--- src/rtl/sync_fifo_param_if.sv ---
// Handshake/status bundle for sync_fifo_param.
// The master drives the write/read requests; the slave (the FIFO) returns data and status.
interface sync_fifo_param_if #(
  parameter int WIDTH = 4,
  parameter int DEPTH = 8
);
  logic                       flush;
  logic                       wrt_en;
  logic [WIDTH-1:0]           wrt;
  logic                       rd_en;
  logic [WIDTH-1:0]           rd;
  logic                       full;
  logic                       empty;
  logic                       almost_full;
  logic                       almost_empty;
  logic [$clog2(DEPTH):0]     count;
  logic                       overflow;
  logic                       underflow;

  modport master (
    output flush, wrt_en, wrt, rd_en,
    input  rd, full, empty, almost_full, almost_empty, count, overflow, underflow
  );

  modport slave (
    input  flush, wrt_en, wrt, rd_en,
    output rd, full, empty, almost_full, almost_empty, count, overflow, underflow
  );
endinterface

--- src/rtl/sync_fifo_param.sv ---
// Single-clock FIFO with wrap-bit pointers, registered read data,
// threshold flags and sticky overflow/underflow error flags.
module sync_fifo_param #(
  parameter int WIDTH    = 4,
  parameter int DEPTH    = 8,
  parameter int AF_LEVEL = 6,
  parameter int AE_LEVEL = 2
) (
  input  logic              clk,
  input  logic              rst,
  sync_fifo_param_if.slave  bus
);

  localparam int AW = $clog2(DEPTH);
  localparam int PW = AW + 1;
  localparam logic [PW-1:0] AF_L = PW'(AF_LEVEL);
  localparam logic [PW-1:0] AE_L = PW'(AE_LEVEL);

  logic [WIDTH-1:0] mem [DEPTH];
  logic [PW-1:0]    wrt_ptr;
  logic [PW-1:0]    rd_ptr;
  logic [WIDTH-1:0] rd_q;
  logic             overflow_q;
  logic             underflow_q;

  logic             lo_eq;
  logic             full_c;
  logic             empty_c;
  logic [PW-1:0]    count_c;
  logic             rd_acc;
  logic             wr_acc;

  // Status is derived straight from the registered pointers: equal low bits
  // mean full when the wrap bits differ and empty when they match.
  assign lo_eq   = (wrt_ptr[AW-1:0] == rd_ptr[AW-1:0]);
  assign full_c  = lo_eq && (wrt_ptr[AW] != rd_ptr[AW]);
  assign empty_c = lo_eq && (wrt_ptr[AW] == rd_ptr[AW]);
  assign count_c = wrt_ptr - rd_ptr;

  // A read frees a slot in the same cycle, so a full FIFO still takes a write
  // alongside a read. An empty FIFO never bypasses write data to the reader.
  // Flush blocks both sides.
  assign rd_acc = bus.rd_en && !empty_c && !bus.flush;
  assign wr_acc = bus.wrt_en && (!full_c || rd_acc) && !bus.flush;

  assign bus.rd           = rd_q;
  assign bus.full         = full_c;
  assign bus.empty        = empty_c;
  assign bus.count        = count_c;
  assign bus.almost_full  = (count_c >= AF_L);
  assign bus.almost_empty = (count_c <= AE_L);
  assign bus.overflow     = overflow_q;
  assign bus.underflow    = underflow_q;

  // Storage array: written on accepted writes only, never reset or flushed.
  always_ff @(posedge clk) begin
    if (wr_acc) begin
      mem[wrt_ptr[AW-1:0]] <= bus.wrt;
    end
  end

  // Pointers advance modulo 2*DEPTH; flush rewinds both without touching memory.
  always_ff @(posedge clk or posedge rst) begin
    if (rst) begin
      wrt_ptr <= '0;
      rd_ptr  <= '0;
    end else if (bus.flush) begin
      wrt_ptr <= '0;
      rd_ptr  <= '0;
    end else begin
      if (wr_acc) wrt_ptr <= wrt_ptr + 1'b1;
      if (rd_acc) rd_ptr  <= rd_ptr + 1'b1;
    end
  end

  // Read data register: loads on an accepted read, otherwise holds (including on flush).
  always_ff @(posedge clk or posedge rst) begin
    if (rst) begin
      rd_q <= '0;
    end else if (rd_acc) begin
      rd_q <= mem[rd_ptr[AW-1:0]];
    end
  end

  // Sticky error flags: set on any rejected request, cleared only by flush or reset.
  always_ff @(posedge clk or posedge rst) begin
    if (rst) begin
      overflow_q  <= 1'b0;
      underflow_q <= 1'b0;
    end else if (bus.flush) begin
      overflow_q  <= 1'b0;
      underflow_q <= 1'b0;
    end else begin
      if (bus.wrt_en && !wr_acc) overflow_q  <= 1'b1;
      if (bus.rd_en && !rd_acc)  underflow_q <= 1'b1;
    end
  end

endmodule

--- src/flat_wrapper.sv ---
// flat-port wrapper written by rule: the top's interface ports become plain ports
module sync_fifo_param_flat 
#(
  parameter int WIDTH    = 4,
  parameter int DEPTH    = 8,
  parameter int AF_LEVEL = 6,
  parameter int AE_LEVEL = 2
)
  (clk, rst, bus_flush, bus_wrt_en, bus_wrt, bus_rd_en, bus_rd, bus_full, bus_empty, bus_almost_full, bus_almost_empty, bus_count, bus_overflow, bus_underflow);
  sync_fifo_param_if #(.WIDTH(WIDTH), .DEPTH(DEPTH)) bus_i ();
  input  logic clk;
  input  logic rst;
  input wire logic [$bits(bus_i.flush)-1:0] bus_flush;
  input wire logic [$bits(bus_i.wrt_en)-1:0] bus_wrt_en;
  input wire logic [$bits(bus_i.wrt)-1:0] bus_wrt;
  input wire logic [$bits(bus_i.rd_en)-1:0] bus_rd_en;
  output wire logic [$bits(bus_i.rd)-1:0] bus_rd;
  output wire logic [$bits(bus_i.full)-1:0] bus_full;
  output wire logic [$bits(bus_i.empty)-1:0] bus_empty;
  output wire logic [$bits(bus_i.almost_full)-1:0] bus_almost_full;
  output wire logic [$bits(bus_i.almost_empty)-1:0] bus_almost_empty;
  output wire logic [$bits(bus_i.count)-1:0] bus_count;
  output wire logic [$bits(bus_i.overflow)-1:0] bus_overflow;
  output wire logic [$bits(bus_i.underflow)-1:0] bus_underflow;
  assign bus_i.flush = bus_flush;
  assign bus_i.wrt_en = bus_wrt_en;
  assign bus_i.wrt = bus_wrt;
  assign bus_i.rd_en = bus_rd_en;
  assign bus_rd = bus_i.rd;
  assign bus_full = bus_i.full;
  assign bus_empty = bus_i.empty;
  assign bus_almost_full = bus_i.almost_full;
  assign bus_almost_empty = bus_i.almost_empty;
  assign bus_count = bus_i.count;
  assign bus_overflow = bus_i.overflow;
  assign bus_underflow = bus_i.underflow;
  sync_fifo_param #(.WIDTH(WIDTH), .DEPTH(DEPTH), .AF_LEVEL(AF_LEVEL), .AE_LEVEL(AE_LEVEL)) u_core (.clk(clk), .rst(rst), .bus(bus_i));
endmodule
--- config.mk ---
export PLATFORM = sky130hd
export DESIGN_NAME = sync_fifo_param_flat
export DESIGN_NICKNAME = d
export VERILOG_FILES = /design/src/rtl/sync_fifo_param_if.sv /design/src/rtl/sync_fifo_param.sv /design/src/flat_wrapper.sv
export SDC_FILE = /design/constraint.sdc
export NUM_CORES = 1
export LEC_CHECK = 0
export ABC_AREA = 1
export BUFFER_PORTS_ARGS = -buffer_cell sky130_fd_sc_hd__buf_2
export CAP_MARGIN = 25
export CORE_MARGIN = 5
export CORE_UTILIZATION = 52
export DETAILED_ROUTE_END_ITERATION = 16
export GPL_TIMING_DRIVEN = 0
export PLACE_DENSITY = 0.74
export SLEW_MARGIN = 40
export SYNTH_ARGS = -nofsm -noshare
export SYNTH_HDL_FRONTEND = slang
export SYNTH_SLANG_ARGS = --single-unit
--- constraint.sdc ---
create_clock -name clk -period 2.1 [get_ports clk]
set_input_delay 0.42 -clock clk [delete_from_list [all_inputs] [get_ports clk]]
set_output_delay 0.42 -clock clk [all_outputs]
set_load 0.01 [all_outputs]
# Word level (Yosys, flattened, before mapping)
# Memories as Yosys holds them, arrays and structs flattened. A register that Yosys moved wholly into a read port is not among the register bits.
# Cells that the tools add are included.
# totals
mem_bits_rw,32
register_bits,10
memories,1
# op_classes
reduce_logical,18
order_cmp,2
addsub,3
n_eq_ne,3
mux,10
# memory_table
memory,words,width,rd,rd_clocked_by_memory_dff,wr,line_no,source
u_core.mem,8,4,1,1,1,sync_fifo_param.sv:19,logic [WIDTH-1:0] mem [DEPTH];
# op_table
cell,n
$mux W4,4
$add A4 B1 Y4 const B,2
$logic_and A1 B1 Y1,8
$reduce_bool A2 Y1,4
$mux W1,6
$logic_not A1 Y1,5
$ge A4 B3 Y1 const B,1
$le A4 B2 Y1 const B,1
$sub A4 B4 Y4,1
$eq A3 B3 Y1,1
$eq A1 B1 Y1,1
$logic_or A1 B1 Y1,1
$ne A1 B1 Y1,1

# Logic depth before layout (Yosys ltp)
# logic_depth
depth_word,12
mapped_depth,11
depth_no_buf,10

# Worst setup path before layout
# Ideal clock, no wire load.
# synth_path
path_kind,reg-to-output
startpoint,register u_core.rd_ptr[1]
endpoint,output bus_almost_empty
path_stages_with_launch,9
n_path_buf,1
t_arrival_ps,1749
slack_ps,-69
path_cell_list,dfrtp_1 > buf_2 > clkinv_1 > ha_1 > nand3_1 > nand3_1 > nand2_1 > nand2_1 > nor3_1
# synth_between
elab_chain_len,2
# synth_rtl
element,line_no,source
start: declaration,sync_fifo_param.sv:21,logic [PW-1:0] rd_ptr;
start signal: assignment,sync_fifo_param.sv:72,if (rd_acc) rd_ptr <= rd_ptr + 1'b1;
$sub A4 B4 Y4,sync_fifo_param.sv:38,assign count_c = wrt_ptr - rd_ptr;
named net bus_count[3],flat_wrapper.sv:22,output wire logic [$bits(bus_i.count)-1:0] bus_count;
$le A4 B2 Y1,sync_fifo_param.sv:51,assign bus.almost_empty = (count_c <= AE_L);
end: declaration,flat_wrapper.sv:21,output wire logic [$bits(bus_i.almost_empty)-1:0] bus_almost_empty;
# The timed path passes the listed nets, and every way through them passes these cells.

# Final worst setup path
# layout_path
startpoint,register u_core.wrt_ptr[0]
endpoint,output bus_almost_empty
# layout_between
elab_chain_len,2
# layout_rtl
element,line_no,source
start: declaration,sync_fifo_param.sv:20,logic [PW-1:0] wrt_ptr;
start signal: assignment,sync_fifo_param.sv:71,if (wr_acc) wrt_ptr <= wrt_ptr + 1'b1;
$sub A4 B4 Y4,sync_fifo_param.sv:38,
$le A4 B2 Y1,sync_fifo_param.sv:51,
# No other way between the ends.

==> run_results.csv <==
group,metric,value,unit
die,num_io_pins,23,
timing,tightest_slew,0.552,ns
pwr,switching_share,31.6,%
clock_network,clk_pin_slew_worst_paths,0.09,ns
timing,fmax,440,MHz
pwr,power_leakage,0.00127,uW
logic_synthesis,avgSynthCellArea,9.50,um2
critical_path,cp_cell_sequence,"inv_4, ha_4, inv_4, fa_2, inv_1, nor2_1, nor3_2, buf_2",
critical_path,path_delay_family,"adder cells",
logic_synthesis,yosysTopAreaCell,"edfxtp_1",
clock_network,numCtsBuffers,5,
pwr,intPower,1680,uW
logic_synthesis,ys_seq_area_share,56.6,%
clock_network,clk_root_buffer_cell,"clkbuf_8",
layout,final_cells,336,
layout,nFillCells,334,
logic_synthesis,synth_top_area_share,41.4,%
die,rows,24,
clock_network,clockBufferDepth,2,
logic_synthesis,yosys_warnings,0,
clock_network,cts_htree_levels,2,
hold_path,hold_path.class,"input pin to async pin",
die,die_x,76.8,um
logic_synthesis,ys_ff_latch,46,
critical_path,critPathMostFrequentCell,"inv_4",
layout,layout_common_cells,"nand2_1 (81), edfxtp_1 (32), nand3_1 (29), buf_2 (25), inv_1 (16)",
layout,utilization,64.1,%
pwr,pwr-share-clk,27.0,%
critical_path,critPathBufInv,4,
pwr,p_seq_share,43.4,%
die,start_util,53.2,%
pwr,p_sw,774,uW
route,postRouteAntennaNets,0,
logic_synthesis,yosysUniqueCellTypes,26,
timing,max_slew_margin,63.1,%
critical_path,cp-end-kind,"primary output",
clock_network,insertion_delay,0.30,ns
timing,clock-skew-final,0.00474,ns
placement,port-buffer-count,22,
grt,grt_antenna_before_repair,0,
clock_network,postCtsHoldBufs,0,
critical_path,critical_path_required,1.68,ns
layout,postLayoutCellArea,2790,um2
route,drc,0,
timing,fin_crit_sh,108,%
pwr,pwr-share-comb,29.5,%
grt,gr-total-overflow,0,
timing,slew_viol_final,0,
route,first_pass_iters,4,
clock_network,cts_tree,"built",
die,coreArea,4350,um2
grt,grt_max_degree,16,
timing,tns,-0.284,ns
route,vias,1722,
timing,finalSetupViolCount,3,
pwr,ir_drop,0.433,mV
critical_path,critPathLaunchType,"flip-flop",
route,initialDrtViolationCount,96,
run_status,status,"finished with violations",
grt,grt_pass1_wl,7.67,mm
layout,final_common_cell,"nand2_1",
logic_synthesis,syn_inst,244,
layout,layout.nets,298,
route,wl_per_cell,13.9,um
placement,place.gp.congestion,0.747,
critical_path,cp_data_arrival_time,1.85,ns
layout,layout-drive-gt1-share,31.0,%
logic_synthesis,synthTopCellsByArea,"edfxtp_1 (41%), dfrtp_1 (15%), nand2_1 (13%)",
run_status,violations,"setup timing",
timing,fin_hold_ws,0.151,ns
critical_path,slowest_stage,"fa_2",
layout,antennaDiodeCount,0,
logic_synthesis,mappedNetlistArea,2320,um2
route,drt-total-wl,4.68,mm
critical_path,cpPeakStageDelay,0.54,ns
critical_path,crit_type,"flip-flop to primary output",
placement,place_hpwl,3.20,mm
placement,placed_cells,318,
timing,fin_crit,2.27,ns
die,die-area,5890,um2
grt,grt_pass1_vias,1553,
route,via_per_inst,5.13,
critical_path,cp_max_fo,3,
timing,rsz0062_at_grt,"true",
placement,post_dp_cell_area,2510,um2
logic_synthesis,syn_nets,259,
clock_network,clock-sinks,46,
timing,fin_ws,-0.173,ns
layout,areaGrowthSynthToFinish,20.3,%
timing,timing_hold_violations_final,0,
job,maxCapViolCount,0,
pwr,pwr_density_cell,879,nW/um2
grt,track_usage,16.6,%
die,chipHeight,76.8,um
-- cell families after synthesis --
family                     count (synthesis)  synth area share [%]
adders and majority gates                  6                  3.56
xor gates and xnor gates                   4                  1.51
and+or+nand+nor                          146                  29.4
buffers and inverters                     34                  6.26
AOI/OAI and AO/OA                          8                  2.70
DFF                                       46                  56.6
-- power by group through the flow --
| stage | clock, uW | combinational [uW] | sequential [uW] |
|---|---|---|---|
| after global placement | 0 | 629 | 1080 |
| after detailed placement | 0 | 634 | 1080 |
| final | 663 | 724 | 1060 |
| after CTS | 667 | 683 | 1070 |
| after global routing | 712 | 812 | 1070 |
| after floorplan | 0 | 420 | 1100 |
-- synthesized netlist by cell type --
master,instances
o21a_1,1
nor2_4,2
o2111ai_1,1
nor3_1,1
nor2_2,8
nand3_1,31
inv_2,5
nor2_1,6
ha_1,5
nand3_4,1
inv_1,19
buf_4,2
nand2_1,83
nand4_1,7
edfxtp_1,32
xor2_1,4
o21ai_1,4
o211ai_4,1
nand2_2,5
a21oi_1,1
dfrtp_1,14
inv_4,1
buf_2,6
fa_1,1
clkinv_1,1
nand2_4,2
-- area by class of cell --
class	instances	area, um2	area share [%]
flip-flops and latches	46	1310	47.1
well taps	52	65.1	2.33
repair buffers	32	191	6.86
inverters	26	120	4.31
clock inverters	3	43.8	1.57
clock buffers	5	68.8	2.47
plain buffers	8	57.6	2.06
multi-input cells	164	930	33.3
-- through the flow --
stage               power, uW  worst slack, ns
floorplan                1520           0.0732
global placement         1710           -0.133
detailed placement       1720           -0.129
CTS                      2410           -0.160
global route             2600           -0.252
finish                   2450           -0.173
-- layer usage --
layer	vias up	share of wire [%]	track usage, %
li1	875	-	-
met1	784	45	22.8
met2	52	47	25.3
met3	11	5.8	3.63
met4	0	2.2	6.82
met5	-	0	0
-- sequential cells by signal, summed over array words and instances, names as in the netlist --
signal                flops
u_core.mem               32
u_core.bus.rd             4
u_core.rd_ptr             4
u_core.wrt_ptr            4
u_core.bus.overflow       1
u_core.bus.underflow      1
-- final timing paths --
kind                              startpoint                end  slack, ns  cells past startpoint
max                        u_core.wrt_ptr[0]   bus_almost_empty      -0.17                      8
min                                      rst   u_core.rd_ptr[2]       0.15                      2
max reg2reg                 u_core.rd_ptr[2]   u_core.mem[7][0]       0.12                      9
min reg2reg                 u_core.bus.rd[2]   u_core.bus.rd[2]       0.48                      2
max in group asynchronous                rst  u_core.wrt_ptr[0]       1.55                      2
min in group clk                  bus_wrt[2]   u_core.mem[1][2]       0.41                      1
-- repair_timing --
action | CTS | global route
pin swaps | 2 | 1
setup buffers | 5 | 5
endpoints found under the setup margin | 39 | 5
resized for setup | 17 | 7
-- worst reg2reg max path, delay by kind of cell (launching register included) --
family / cells / cell delay, ns
compound gates: 1 / 0.13
simple gates: 4 / 0.58
flops: 1 / 0.38
buf+inv: 3 / 0.35
fa+ha+maj: 1 / 0.22
(Power assumes the default switching activity.)
